`src/rtl/mem_pkg.sv`:
```
// Load-path encodings, bus size codes, FSM state codes and address helpers.
// Shared by the load read unit and its extension datapath.
package mem_pkg;

  localparam logic [2:0] LD_LW  = 3'b001;
  localparam logic [2:0] LD_LH  = 3'b010;
  localparam logic [2:0] LD_LHU = 3'b011;
  localparam logic [2:0] LD_LB  = 3'b100;
  localparam logic [2:0] LD_LBU = 3'b101;

  localparam logic [1:0] SIZE_BYTE = 2'd0;
  localparam logic [1:0] SIZE_HALF = 2'd1;
  localparam logic [1:0] SIZE_WORD = 2'd2;

  localparam logic [1:0] ST_IDLE = 2'd0;
  localparam logic [1:0] ST_REQ  = 2'd1;
  localparam logic [1:0] ST_WAIT = 2'd2;
  localparam logic [1:0] ST_DONE = 2'd3;

  function automatic logic is_load(input logic [2:0] con);
    case (con)
      LD_LW, LD_LH, LD_LHU, LD_LB, LD_LBU: is_load = 1'b1;
      default:                             is_load = 1'b0;
    endcase
  endfunction

  function automatic logic [1:0] load_size(input logic [2:0] con);
    case (con)
      LD_LW:         load_size = SIZE_WORD;
      LD_LH, LD_LHU: load_size = SIZE_HALF;
      default:       load_size = SIZE_BYTE;
    endcase
  endfunction

  // Low address bits as sent on the bus: words and halves are naturally aligned.
  function automatic logic [1:0] align_off(input logic [2:0] con, input logic [1:0] off);
    case (con)
      LD_LW:         align_off = 2'b00;
      LD_LH, LD_LHU: align_off = {off[1], 1'b0};
      default:       align_off = off;
    endcase
  endfunction

  function automatic logic is_misaligned(input logic [2:0] con, input logic [1:0] off);
    case (con)
      LD_LW:         is_misaligned = (off != 2'b00);
      LD_LH, LD_LHU: is_misaligned = off[0];
      default:       is_misaligned = 1'b0;
    endcase
  endfunction

endpackage

```
`src/rtl/load_read_unit_if.sv`:
```
// SRAM-like data-bus read channel: req/addr accepted by addr_ok, data returned with data_ok.
// Master is the load unit; slave is the memory side.
interface load_read_unit_if #(
  parameter int ADDR_W = 32,
  parameter int DATA_W = 32
);

  logic              data_req;
  logic [ADDR_W-1:0] data_addr;
  logic [1:0]        data_size;
  logic              data_addr_ok;
  logic [DATA_W-1:0] data_rdata;
  logic              data_data_ok;

  modport master (
    output data_req, data_addr, data_size,
    input  data_addr_ok, data_rdata, data_data_ok
  );

  modport slave (
    input  data_req, data_addr, data_size,
    output data_addr_ok, data_rdata, data_data_ok
  );

endinterface

```
`src/rtl/load_extend.sv`:
```
// Combinational byte/halfword select with sign or zero extension for loads.
// Zero latency; no flow control.
module load_extend
  import mem_pkg::*;
(
  input  logic [31:0] rdata,
  input  logic [2:0]  load_con,
  input  logic [1:0]  offset,
  output logic [31:0] data
);

  logic [7:0]  byte_sel;
  logic [15:0] half_sel;

  always_comb begin
    byte_sel = rdata[{offset, 3'b000} +: 8];
    half_sel = rdata[{offset[1], 4'b0000} +: 16];
    case (load_con)
      LD_LH:   data = {{16{half_sel[15]}}, half_sel};
      LD_LHU:  data = {16'h0000, half_sel};
      LD_LB:   data = {{24{byte_sel[7]}}, byte_sel};
      LD_LBU:  data = {24'h000000, byte_sel};
      default: data = rdata;
    endcase
  end

endmodule

```
`src/rtl/load_read_unit.sv`:
```
// MEM-stage load unit: stalls until bus data returns, then extends and hands off with load_done (min 3 cycles).
// Stalls on bus handshake delays; LOAD_MISALIGN_EXC_EN raises adel on misaligned loads instead of aligning.
module load_read_unit
  import mem_pkg::*;
#(
  parameter int ADDR_W = 32,
  parameter int DATA_W = 32  // extraction assumes a 32-bit data bus
) (
  input  logic              clk,
  input  logic              rst,
  input  logic              load,
  input  logic [2:0]        load_con,
  input  logic [ADDR_W-1:0] addr,
  input  logic              flush,
  load_read_unit_if.master  bus,
  output logic [31:0]       rdata_out,
  output logic              load_done,
  output logic              stall,
  output logic              adel
);

  logic [1:0]        state;
  logic [1:0]        state_nxt;
  logic              discard;
  logic              discard_now;
  logic [2:0]        con_q;
  logic [ADDR_W-1:0] addr_q;
  logic [1:0]        size_q;
  logic [31:0]       ext_data;
  logic              start;
  logic              accept;
  logic [ADDR_W-1:0] addr_aligned;

  assign start = (state == ST_IDLE) && load && is_load(load_con) && !flush;

`ifdef LOAD_MISALIGN_EXC_EN
  logic misal;
  assign misal  = is_misaligned(load_con, addr[1:0]);
  assign adel   = start && misal;
  assign accept = start && !misal;
`else
  assign adel   = 1'b0;
  assign accept = start;
`endif

  assign addr_aligned = {addr[ADDR_W-1:2], align_off(load_con, addr[1:0])};

  // A flush arriving together with data_ok still kills the result.
  assign discard_now = discard || flush;

  always_comb begin
    state_nxt = state;
    case (state)
      ST_IDLE: if (accept) state_nxt = ST_REQ;
      ST_REQ: begin
        if (bus.data_addr_ok)  state_nxt = ST_WAIT;
        else if (flush)        state_nxt = ST_IDLE;
      end
      ST_WAIT: begin
        if (bus.data_data_ok)  state_nxt = discard_now ? ST_IDLE : ST_DONE;
      end
      ST_DONE: state_nxt = ST_IDLE;
      default: state_nxt = ST_IDLE;
    endcase
  end

  always_ff @(posedge clk or posedge rst) begin
    if (rst) begin
      state   <= ST_IDLE;
      discard <= 1'b0;
    end else begin
      state <= state_nxt;
      if (state == ST_REQ && bus.data_addr_ok && flush)
        discard <= 1'b1;
      else if (state == ST_WAIT)
        discard <= bus.data_data_ok ? 1'b0 : discard_now;
    end
  end

  always_ff @(posedge clk or posedge rst) begin
    if (rst) begin
      addr_q <= '0;
      size_q <= SIZE_BYTE;
      con_q  <= 3'b000;
    end else if (accept) begin
      addr_q <= addr_aligned;
      size_q <= load_size(load_con);
      con_q  <= load_con;
    end
  end

  load_extend u_extend (
    .rdata    (bus.data_rdata[31:0]),
    .load_con (con_q),
    .offset   (addr_q[1:0]),
    .data     (ext_data)
  );

  always_ff @(posedge clk or posedge rst) begin
    if (rst)
      rdata_out <= 32'h0;
    else if (state == ST_WAIT && bus.data_data_ok && !discard_now)
      rdata_out <= ext_data;
  end

  assign bus.data_req  = (state == ST_REQ);
  assign bus.data_addr = addr_q;
  assign bus.data_size = size_q;
  assign load_done     = (state == ST_DONE);
  assign stall         = (state == ST_REQ) || (state == ST_WAIT) || accept;

endmodule

```
`src/flat_wrapper.sv`:
```
// flat-port wrapper written by rule: the top's interface ports become plain ports
module load_read_unit_flat import mem_pkg::*;
#(
  parameter int ADDR_W = 32,
  parameter int DATA_W = 32                                         
)
  (clk, rst, load, load_con, addr, flush, rdata_out, load_done, stall, adel, bus_data_req, bus_data_addr, bus_data_size, bus_data_addr_ok, bus_data_rdata, bus_data_data_ok);
  load_read_unit_if #(.ADDR_W(ADDR_W), .DATA_W(DATA_W)) bus_i ();
  input  logic clk;
  input  logic rst;
  input  logic load;
  input  logic [2:0] load_con;
  input  logic [ADDR_W-1:0] addr;
  input  logic flush;
  output logic [31:0] rdata_out;
  output logic load_done;
  output logic stall;
  output logic adel;
  output wire logic [$bits(bus_i.data_req)-1:0] bus_data_req;
  output wire logic [$bits(bus_i.data_addr)-1:0] bus_data_addr;
  output wire logic [$bits(bus_i.data_size)-1:0] bus_data_size;
  input wire logic [$bits(bus_i.data_addr_ok)-1:0] bus_data_addr_ok;
  input wire logic [$bits(bus_i.data_rdata)-1:0] bus_data_rdata;
  input wire logic [$bits(bus_i.data_data_ok)-1:0] bus_data_data_ok;
  assign bus_data_req = bus_i.data_req;
  assign bus_data_addr = bus_i.data_addr;
  assign bus_data_size = bus_i.data_size;
  assign bus_i.data_addr_ok = bus_data_addr_ok;
  assign bus_i.data_rdata = bus_data_rdata;
  assign bus_i.data_data_ok = bus_data_data_ok;
  load_read_unit #(.ADDR_W(ADDR_W), .DATA_W(DATA_W)) u_core (.clk(clk), .rst(rst), .load(load), .load_con(load_con), .addr(addr), .flush(flush), .bus(bus_i), .rdata_out(rdata_out), .load_done(load_done), .stall(stall), .adel(adel));
endmodule
```
`config.mk`:
```
export PLATFORM = sky130hd
export DESIGN_NAME = load_read_unit_flat
export DESIGN_NICKNAME = d
export VERILOG_FILES = /design/src/rtl/mem_pkg.sv /design/src/rtl/load_read_unit_if.sv /design/src/rtl/load_extend.sv /design/src/rtl/load_read_unit.sv /design/src/flat_wrapper.sv
export SDC_FILE = /design/constraint.sdc
export NUM_CORES = 1
export LEC_CHECK = 0
export BUFFER_PORTS_ARGS = -buffer_cell sky130_fd_sc_hd__buf_2
export CORE_ASPECT_RATIO = 2
export CORE_MARGIN = 5
export CORE_UTILIZATION = 43
export DETAILED_ROUTE_END_ITERATION = 8
export PLACE_DENSITY_LB_ADDON = 0.12
export SLEW_MARGIN = 10
export SYNTH_ARGS = -nofsm -noshare
export SYNTH_HDL_FRONTEND = slang
export SYNTH_HIERARCHICAL = 1
export SYNTH_SLANG_ARGS = --single-unit
```
`constraint.sdc`:
```
create_clock -name clk -period 2.16 [get_ports clk]
set_input_delay 0.324 -clock clk [delete_from_list [all_inputs] [get_ports clk]]
set_output_delay 0.324 -clock clk [all_outputs]
set_load 0.02 [all_outputs]
```
==> metrics.md, run 1 <==
| Metric | Value |
|---|---|
| GRT Total Usage | 0.198 |
| Relative slew slack | 0.533 |
| Pin count of the biggest net entering global routing | 73 |
| PD cells | 1540 nW/µm² |
| Clock slew at reported path FFs | 60 ps |
| Asr flop ratio synth | 1.00 |
| Seq cells post-synth | 72 |
| Worst r2r dst | u_core/rdata_out[23]$_DFFE_PP0P_ |
| CTS tree | done |
| Clk Tree Root Cell | clkbuf_16 |
| Clock Sinks | 72 |
| Worst R2R Setup Slack | 160 ps |
| Port Buffers | 141 |
| Fin nets | 555 |
| WL per Instance | 18.5 µm |
| Metal3 WL | 633 µm |
| Final setup fails | 0 |
| Worst slew pin tran | 699 ps |
| Critical path type | flip-flop to output pin |
| Share of the synthesized area in the top cell type | 0.450 |
| Total Die Area | 11500 µm² |
| WL met1 | 4010 µm |
| Final worst-path cycle share | 0.952 |
| Antenna diodes | 0 |
| Setup TNS | 0 ps |
| Final wirelength | 10800 µm |
| Commonest non-fill, non-tap cells in the layout | 141 x buf_2, 71 x dfrtp_1, 50 x mux2_2, 25 x o211ai_1, 20 x nand2_1 |
| Met2 Wirelength | 5840 µm |
| Worst Hold Class | primary input to async pin |
| Die span in y | 146 µm |
| Status | finished clean |
| Initial Utilization | 0.433 |
| Vias | 3254 |
| Final Skew | 5.36 ps |
| Synth Instances | 335 |
| Crit Path Max Fanout | 4 |
| Cts bufs inserted | 9 |
| Synth unique cells | 42 |
| Mean Syn Cell Area | 12.0 µm² |
| # DRC | 0 |
| Hold Violations, Final | 0 |
| Crit path largest cell delay | 410 ps |
| Min Clock Period, post-route | 2060 ps |
| RSZ-0062 raised after global routing | false |
| Die Wd | 78.2 µm |
| Commonest non-fill, non-tap cell in the layout | buf_2 |
| Hold Buf Count CTS | 0 |
| DR vias/cell | 5.57 |
| H-tree Lvls | 3 |
| Worst Path Required | 1840 ps |
| Post-synth EDFFs | 0 |
| Tot Pwr | 7970 µW |
| P&R area growth vs syn | 29.1% |
| Top FF cell, synth | dfrtp_1 |
| Core ar. | 9260 µm² |
| Row count | 50 |
| FMAX | 0.486 GHz |
| R2R cell count | 5 |
| Cell Chain, Critical Path | inv_1, ha_1, nand3b_1, a21oi_4, or2_2, buf_2 |
| Antenna-violating nets left | 0 |
| I/O pin cnt | 143 |
| Multi-input logic area | 1990 µm² |
| Top routing layer in use | met4 |
| Placed insts | 567 |
| Leak | 0.00255 µW |
| Synth area leaders | dfrtp_1 45%, mux2_2 14%, o211ai_1 4.7% |
| Initial antenna violation count | 0 |
| Worst Setup Start Kind | flip-flop |
| GPL Wtd Cong | 0.845 |
| Initial DRC Count | 158 |
| Worst reg2reg path startpoint | u_core/con_q[2]$_DFFE_PP0P_ |
| Final Instance Count excl. Fillers | 584 |
| Layout cells sized above 1 | 0.513 |
| Register Area | 1800 µm² |
| Max rail drop VDD | 888 µV |
| Area leader, netlist | dfrtp_1 |
| Clk Latency, worst-skew pair | 330 ps |
| Critical Path Sink Type | output pin |
| Sequential-to-total area share from yosys stat | 0.450 |
| Post-cts sizing count | 0 |
| Max-cap viol count | 0 |
| Slowest CP cell | dfrtp_1 |
| Post-synthesis cell area | 4010 µm² |
| First-pass GRT wire length | 17900 µm |
| Via count of the first global-routing pass | 3481 |
| Max-slew violation count | 0 |
| Net Count, Synth | 415 |
| Filler cell count | 825 |
| Post-DP HPWL | 8140 µm |
| WP data arrival | 1730 ps |
| Total grt overflow | 0 |
| DRT Pass-1 Iters | 4 |
| Warnings from Yosys | 6 |
| Clock buffer depth | 2 |
routing by layer:
metal / vias to the layer above / GRT usage
met5: - / 0
met4: 0 / 0.0998
met3: 16 / 0.0488
met2: 117 / 0.346
met1: 1592 / 0.220
li1: 1529 / -
through the flow:
step / hold slack, ps / util / cell area, µm² / worst slack, ps
5_1_grt: 91.3 / 0.558 / 5170 / 23.1
4_1_cts: 80.1 / 0.558 / 5170 / 104
3_3_place_gp: 440 / 0.520 / 4820 / 209
2_1_floorplan: 459 / - / 4010 / 11.1
6_report: 67.5 / 0.558 / 5170 / 104
3_5_place_dp: 442 / 0.520 / 4820 / 189
sequential cells by signal (all words and copies together), names as in the netlist:
signal                cells
u_core/rdata_out         32
u_core/discard            1
u_core/bus.data_size      2
u_core/con_q              3
u_core/state              2
u_core/bus.data_addr     32
final cells by class:
class | count | share of cell area
sequential | 72 | 0.349
tap | 104 | 0.0252
clock inverter | 7 | 0.0230
timing repair buffer | 159 | 0.170
inverter | 7 | 0.00508
clock buffer | 9 | 0.0436
multi-input combinational | 226 | 0.384
timing repair:
| action | 4_1_cts | 5_1_grt |
|---|---|---|
| hold endpoints to repair | 0 | 0 |
| setup endpoints to repair | 1 | 0 |
| setup buffers | 1 | 0 |
synth_stat cells (2+ instances only):
library cell  instances
dfrtp_1              72
mux2_2               50
o211ai_1             25
nand2_1              20
o21ai_0              19
mux2_1               16
nand3_1              16
nor2b_1              10
a31oi_1               8
buf_2                 8
buf_6                 7
clkbuf_1              7
ha_1                  7
inv_1                 7
buf_4                 6
or3b_2                6
mux4_1                5
nor2_1                5
o221ai_1              4
o221ai_2              4
a22o_1                3
nand2b_1              3
buf_1                 2
mux2_4                2
mux2i_1               2
mux4_2                2
nand3b_1              2
nor3b_1               2
or3b_1                2
power by group:
group	leakage [µW]	total, µW	internal (µW)	switching [µW]
clock network	0.000162	1730	1130	598
logic	0.00146	3920	1640	2270
registers	0.000919	2330	1950	371
total	0.00255	7970	4730	3240
how the worst max path moves through the flow:
stage                                     start                                    to  slack, ps  cells after the start
CTS                 u_core/state[1]$_DFFE_PP0P_                                 stall        100                      6
global placement                    load_con[1]  u_core/bus.data_addr[28]$_DFFE_PP0P_        210                      5
global route        u_core/state[1]$_DFFE_PP0P_                                 stall         20                      6
floorplan                                   rst   u_core/bus.data_addr[0]$_DFFE_PP0P_         10                      1
finish              u_core/state[1]$_DFFE_PP0P_                                 stall        100                      6
detailed placement  u_core/state[0]$_DFFE_PP0P_   u_core/bus.data_addr[5]$_DFFE_PP0P_        190                      6
critical path: cells and delay by family (launching register included):
| kind | cells | cell delay, ps |
|---|---|---|
| adders and majority gates | 1 | 220 |
| DFF | 1 | 410 |
| and+or+nand+nor | 2 | 450 |
| buffers and inverters | 2 | 270 |
| AOI/OAI and AO/OA | 1 | 50 |
kinds of logic (layout without fill, tap and decap cells):
group,Yosys count,in the layout,synth area share
and+or+nand+nor,72,72,0.100
AOI/OAI and AO/OA,69,69,0.129
buffers and inverters,37,182,0.0559
DFF,72,72,0.450
adders and majority gates,7,7,0.0219
other,1,1,0.000936
muxes,77,77,0.242
No activity file was read; power rests on OpenSTA's default activity.
==> inputs of run 2 (changes only) <==
--- a/config.mk
+++ b/config.mk
@@ -10,7 +10,7 @@
 export CORE_MARGIN = 5
 export CORE_UTILIZATION = 43
 export DETAILED_ROUTE_END_ITERATION = 8
-export PLACE_DENSITY_LB_ADDON = 0.12
+export PLACE_DENSITY = 0.72
 export SLEW_MARGIN = 10
 export SYNTH_ARGS = -nofsm -noshare
 export SYNTH_HDL_FRONTEND = slang
==> run 2 against run 1 <==
Effect of this change: combinational power fell by 2%; sequential share of layout area rose by 0.57 points; sequential power barely moved; global-route usage fell by 0.83 points; routed wire length fell by 2.5%; critical path type unchanged.
==> metrics.md, run 2 (synthesis results as in run 1) <==
| Metric | Value |
|---|---|
| Status | finished clean |
| Worst Hold Class | primary input to async pin |
| CTS tree | done |
| Relative slew slack | 0.542 |
| Multi-input logic area | 1990 µm² |
| Crit path largest cell delay | 420 ps |
| GRT Total Usage | 0.190 |
| Hold Violations, Final | 0 |
| Crit Path Max Fanout | 4 |
| Max-slew violation count | 0 |
| Dpl ws | 251 ps |
| Row count | 50 |
| RSZ-0062 raised after global routing | false |
| Final worst-path cycle share | 0.948 |
| Min Clock Period, post-route | 2050 ps |
| Worst Path Required | 1840 ps |
| Die Wd | 78.2 µm |
| Vias | 3211 |
| I/O pin cnt | 143 |
| Die span in y | 146 µm |
| # DRC | 0 |
| Total grt overflow | 0 |
| Final wirelength | 10600 µm |
| Fin nets | 549 |
| Initial Utilization | 0.433 |
| Core ar. | 9260 µm² |
| Antenna diodes | 0 |
| Final setup fails | 0 |
| Initial DRC Count | 204 |
| Layout cells sized above 1 | 0.504 |
| Slack of the critical path | 113 ps |
| H-tree Lvls | 3 |
| GPL Wtd Cong | 0.836 |
| Commonest non-fill, non-tap cell in the layout | buf_2 |
| Total Die Area | 11500 µm² |
| Worst path buffer plus inverter count | 2 |
| Cts bufs inserted | 9 |
| Final Skew | 6.96 ps |
| Max-cap viol count | 0 |
| Clock buffer depth | 2 |
| Clk Tree Root Cell | clkbuf_16 |
| Worst slew pin tran | 686 ps |
| Pin count of the biggest net entering global routing | 73 |
| Max rail drop VDD | 761 µV |
| Clk Latency, worst-skew pair | 320 ps |
| Antenna-violating nets left | 0 |
| Worst Setup Start Kind | flip-flop |
| WP data arrival | 1720 ps |
| Clock Sinks | 72 |
| Initial antenna violation count | 2 |
| CP top delay family | simple AND/OR/NAND/NOR gates |
| Cell Chain, Critical Path | inv_2, ha_1, nand3b_1, a21oi_4, or2_2, buf_2 |
| Slowest CP cell | dfrtp_1 |
| Setup TNS | 0 ps |
| Via count of the first global-routing pass | 3342 |
| Port Buffers | 141 |
| Tot Pwr | 7690 µW |
| P&R area growth vs syn | 27.0% |
| Register Area | 1800 µm² |
| Post-DP HPWL | 7940 µm |
| Filler cell count | 811 |
| Leak | 0.00250 µW |
| WL per Instance | 18.3 µm |
| DR vias/cell | 5.56 |
| DRT Pass-1 Iters | 4 |
| Critical Path Sink Type | output pin |
| Clock slew at reported path FFs | 60 ps |
| Commonest non-fill, non-tap cells in the layout | 141 x buf_2, 71 x dfrtp_1, 50 x mux2_2, 25 x o211ai_1, 20 x nand2_1 |
| PD cells | 1510 nW/µm² |
| Critical path type | flip-flop to output pin |
| First-pass GRT wire length | 17200 µm |
| FMAX | 0.489 GHz |
-- run 2: area by class of cell --
| class | count | area share |
|---|---|---|
| timing repair buffer | 153 | 0.166 |
| sequential | 72 | 0.354 |
| tap | 104 | 0.0256 |
| inverter | 7 | 0.00541 |
| clock inverter | 3 | 0.00836 |
| multi-input combinational | 226 | 0.391 |
| clock buffer | 13 | 0.0492 |
-- run 2: where the power goes --
part           internal (µW)  switching (µW)  leakage, µW
clock                    926             553     0.000140
sequential              1950             404     0.000919
combinational           1610            2240      0.00144
total                   4490            3200      0.00250
-- run 2: worst paths after layout --
check                      slack [ps]                                   to                                start  cells after the start
hold reg to reg                   480  u_core/bus.data_addr[4]$_DFFE_PP0P_  u_core/bus.data_addr[4]$_DFFE_PP0P_                      1
max in group asynchronous        1780          u_core/con_q[1]$_DFFE_PP0P_                                  rst                      3
hold / removal                     70     u_core/rdata_out[27]$_DFFE_PP0P_                                  rst                      3
setup / recovery                  110                                stall          u_core/state[1]$_DFFE_PP0P_                      6
setup reg to reg                  240     u_core/rdata_out[23]$_DFFE_PP0P_          u_core/con_q[2]$_DFFE_PP0P_                      5
min in group clk                  210  u_core/bus.data_addr[2]$_DFFE_PP0P_                              addr[2]                      2
-- run 2: tightest hold or removal path: cells and delay by family --
kind                   cells  cell delay, ps
buffers and inverters      3             480
-- run 2: metrics by stage --
| stage | hold slack (ps) | instances | instance area [µm²] | util |
|---|---|---|---|---|
| 2_1_floorplan | 459 | 335 | 4010 | - |
| 3_3_place_gp | 432 | 562 | 4790 | 0.518 |
| 3_5_place_dp | 438 | 562 | 4790 | 0.518 |
| 4_1_cts | 84.4 | 578 | 5090 | 0.549 |
| 5_1_grt | 104 | 578 | 5090 | 0.549 |
| 6_report | 71.6 | 578 | 5090 | 0.549 |
-- run 2: metal layers --
layer | track usage | vias up | part of all wire
li1 | - | 1510 | -
met1 | 0.214 | 1549 | 0.37
met2 | 0.331 | 129 | 0.54
met3 | 0.0531 | 19 | 0.066
met4 | 0.0814 | 4 | 0.020
met5 | 0 | - | 0.0018
-- run 2: timing repair --
action | CTS | global route
buffers inserted | 0 | 0
gates resized for setup | 0 | 2
hold buffers | 0 | 0
endpoints found under the hold margin | 0 | 0
endpoints found under the setup margin | 0 | 1
==> inputs of run 3 (changes only) <==
--- a/config.mk
+++ b/config.mk
@@ -5,12 +5,14 @@
 export SDC_FILE = /design/constraint.sdc
 export NUM_CORES = 1
 export LEC_CHECK = 0
-export BUFFER_PORTS_ARGS = -buffer_cell sky130_fd_sc_hd__buf_2
+export ABC_CLOCK_PERIOD_IN_PS = 2160
+export BUFFER_PORTS_ARGS = -buffer_cell sky130_fd_sc_hd__buf_4
 export CORE_ASPECT_RATIO = 2
 export CORE_MARGIN = 5
 export CORE_UTILIZATION = 43
 export DETAILED_ROUTE_END_ITERATION = 8
 export PLACE_DENSITY = 0.72
+export RECOVER_POWER = 25
 export SLEW_MARGIN = 10
 export SYNTH_ARGS = -nofsm -noshare
 export SYNTH_HDL_FRONTEND = slang
==> run 3 against run 2 <==
Effect of this change: the run now ends with capacitance limit, slew limit left; critical path depth is the same; die area is the same; sequential power is essentially flat; routed wire length grew 1.6%; sequential share of layout area shrank 2.3 points; power grew 5.5%.
==> metrics.md, run 3 (synthesis results as in run 1) <==
| Metric | Value |
|---|---|
| Min Clock Period, post-route | 2080 ps |
| RSZ-0062 raised after global routing | false |
| Slack of the critical path | 83.1 ps |
| Cts bufs inserted | 9 |
| Die Wd | 78.2 µm |
| Critical Path Sink Type | output pin |
| DR vias/cell | 5.62 |
| Via count of the first global-routing pass | 3444 |
| Post-CTS setup buffer count | 0 |
| Layout cells sized above 1 | 0.504 |
| Cell Chain, Critical Path | inv_1, ha_1, nand3b_1, a21oi_4, or2_2, buf_4 |
| Dpl ws | 266 ps |
| Initial DRC Count | 211 |
| Final wirelength | 10700 µm |
| First-pass GRT wire length | 17300 µm |
| Tot Pwr | 8110 µW |
| Status | finished, violations left |
| Setup crit end | stall |
| Clk Tree Root Cell | clkbuf_16 |
| Pin count of the biggest net entering global routing | 73 |
| Antenna diodes | 0 |
| Leak | 0.00260 µW |
| CP top delay family | simple AND/OR/NAND/NOR gates |
| GRT Total Usage | 0.190 |
| Max-slew violation count | 73 |
| Max rail drop VDD | 691 µV |
| Max-cap viol count | 1 |
| CTS tree | done |
| Worst R2R Setup Slack | 260 ps |
| Total Die Area | 11500 µm² |
| Setup crit start | u_core/state[0]$_DFFE_PP0P_ |
| WP data arrival | 1750 ps |
| Final setup fails | 0 |
| Worst path buffer plus inverter count | 2 |
| Placed Area | 5150 µm² |
| Core ar. | 9260 µm² |
| Relative slew slack | -0.0687 |
| Clk Latency, worst-skew pair | 330 ps |
| Crit Path Max Fanout | 4 |
| Worst slew pin tran | 1600 ps |
| Commonest non-fill, non-tap cells in the layout | 148 x buf_4, 71 x dfrtp_1, 50 x mux2_2, 25 x o211ai_1, 20 x nand2_1 |
| Clock Sinks | 72 |
| Clock buffer depth | 2 |
| Die span in y | 146 µm |
| Worst r2r dst | u_core/rdata_out[21]$_DFFE_PP0P_ |
| Filler cell count | 798 |
| Final worst-path cycle share | 0.962 |
| Post-cts sizing count | 0 |
| Clock slew at reported path FFs | 60 ps |
| # DRC | 0 |
| Vias | 3247 |
| Fin nets | 549 |
| Worst Hold Class | primary input to flip-flop |
| I/O pin cnt | 143 |
| Failing checks | capacitance limit, slew limit |
| Post-DP HPWL | 7960 µm |
| DRT Pass-1 Iters | 6 |
| Final instance area | 5440 µm² |
| Initial antenna violation count | 0 |
| Worst Setup Start Kind | flip-flop |
| PD cells | 1490 nW/µm² |
| Hold Violations, Final | 0 |
| Total grt overflow | 0 |
| H-tree Lvls | 3 |
| FMAX | 0.481 GHz |
| Worst Path Required | 1840 ps |
| Hold Buf Count CTS | 0 |
| Worst reg2reg path startpoint | u_core/bus.data_addr[1]$_DFFE_PP0P_ |
| Setup TNS | 0 ps |
| Antenna-violating nets left | 0 |
| R2R cell count | 4 |
| Critical path type | flip-flop to output pin |
| Row count | 50 |
| Crit path largest cell delay | 380 ps |
| GPL Wtd Cong | 0.828 |
| WL per Instance | 18.6 µm |
| Slowest CP cell | dfrtp_1 |
| Initial Utilization | 0.433 |
| Final Skew | 10.6 ps |
| Commonest non-fill, non-tap cell in the layout | buf_4 |
| P&R area growth vs syn | 35.9% |
| CP Depth | 6 |
| Port Buffers | 141 |
run 3: changes by cell type in the layout (fill, tap and decap cells not counted), moves of 2 or more:
cell      change
buf_2       -140
buf_4       +140
clkbuf_1      -2
clkbuf_8      +2
inv_1         +2
inv_2         -2
run 3: worst reg2reg max path, stage by stage, from the launching register on:
cell and delay, ps:
dfrtp_1 500, mux2_4 370, nand2_1 420, o211ai_1 180
mux2_2 300
run 3: area by class of cell:
cell class / count / area (µm²) / area share
multi-input cells: 226 / 1990 / 0.365
flip-flops and latches: 72 / 1800 / 0.331
repair buffers: 153 / 1180 / 0.218
clock buffers: 13 / 270 / 0.0497
well taps: 104 / 130 / 0.0239
clock inverters: 3 / 40.0 / 0.00736
inverters: 7 / 27.5 / 0.00506
run 3: per-layer routing:
metal / vias to the layer above / wire [µm] / track usage
met5: - / 0 / 0
met4: 0 / 220 / 0.0771
met3: 16 / 757 / 0.0586
met2: 116 / 5760 / 0.332
met1: 1606 / 3980 / 0.213
li1: 1509 / - / -
run 3: where the power goes:
| part | switching, µW | internal [µW] |
|---|---|---|
| Clock | 551 | 985 |
| Combinational | 2220 | 1960 |
| Sequential | 440 | 1960 |
run 3: how the worst min path moves through the flow:
stage,from,endpoint,slack [ps],depth (start not counted)
final,addr[29],u_core/bus.data_addr[29]$_DFFE_PP0P_,200,2
after detailed placement,rst,u_core/bus.data_addr[16]$_DFFE_PP0P_,450,3
after global routing,addr[29],u_core/bus.data_addr[29]$_DFFE_PP0P_,200,2
after global placement,rst,u_core/bus.data_addr[19]$_DFFE_PP0P_,440,3
after CTS,rst,u_core/con_q[0]$_DFFE_PP0P_,90,3
after floorplan,addr[10],u_core/bus.data_addr[10]$_DFFE_PP0P_,460,1
run 3: stage by stage:
step	utilization	hold slack (ps)	instances
after floorplan	-	459	335
after global placement	0.556	439	562
after detailed placement	0.556	445	562
after CTS	0.589	86.7	578
after global routing	0.588	199	578
final	0.588	203	578
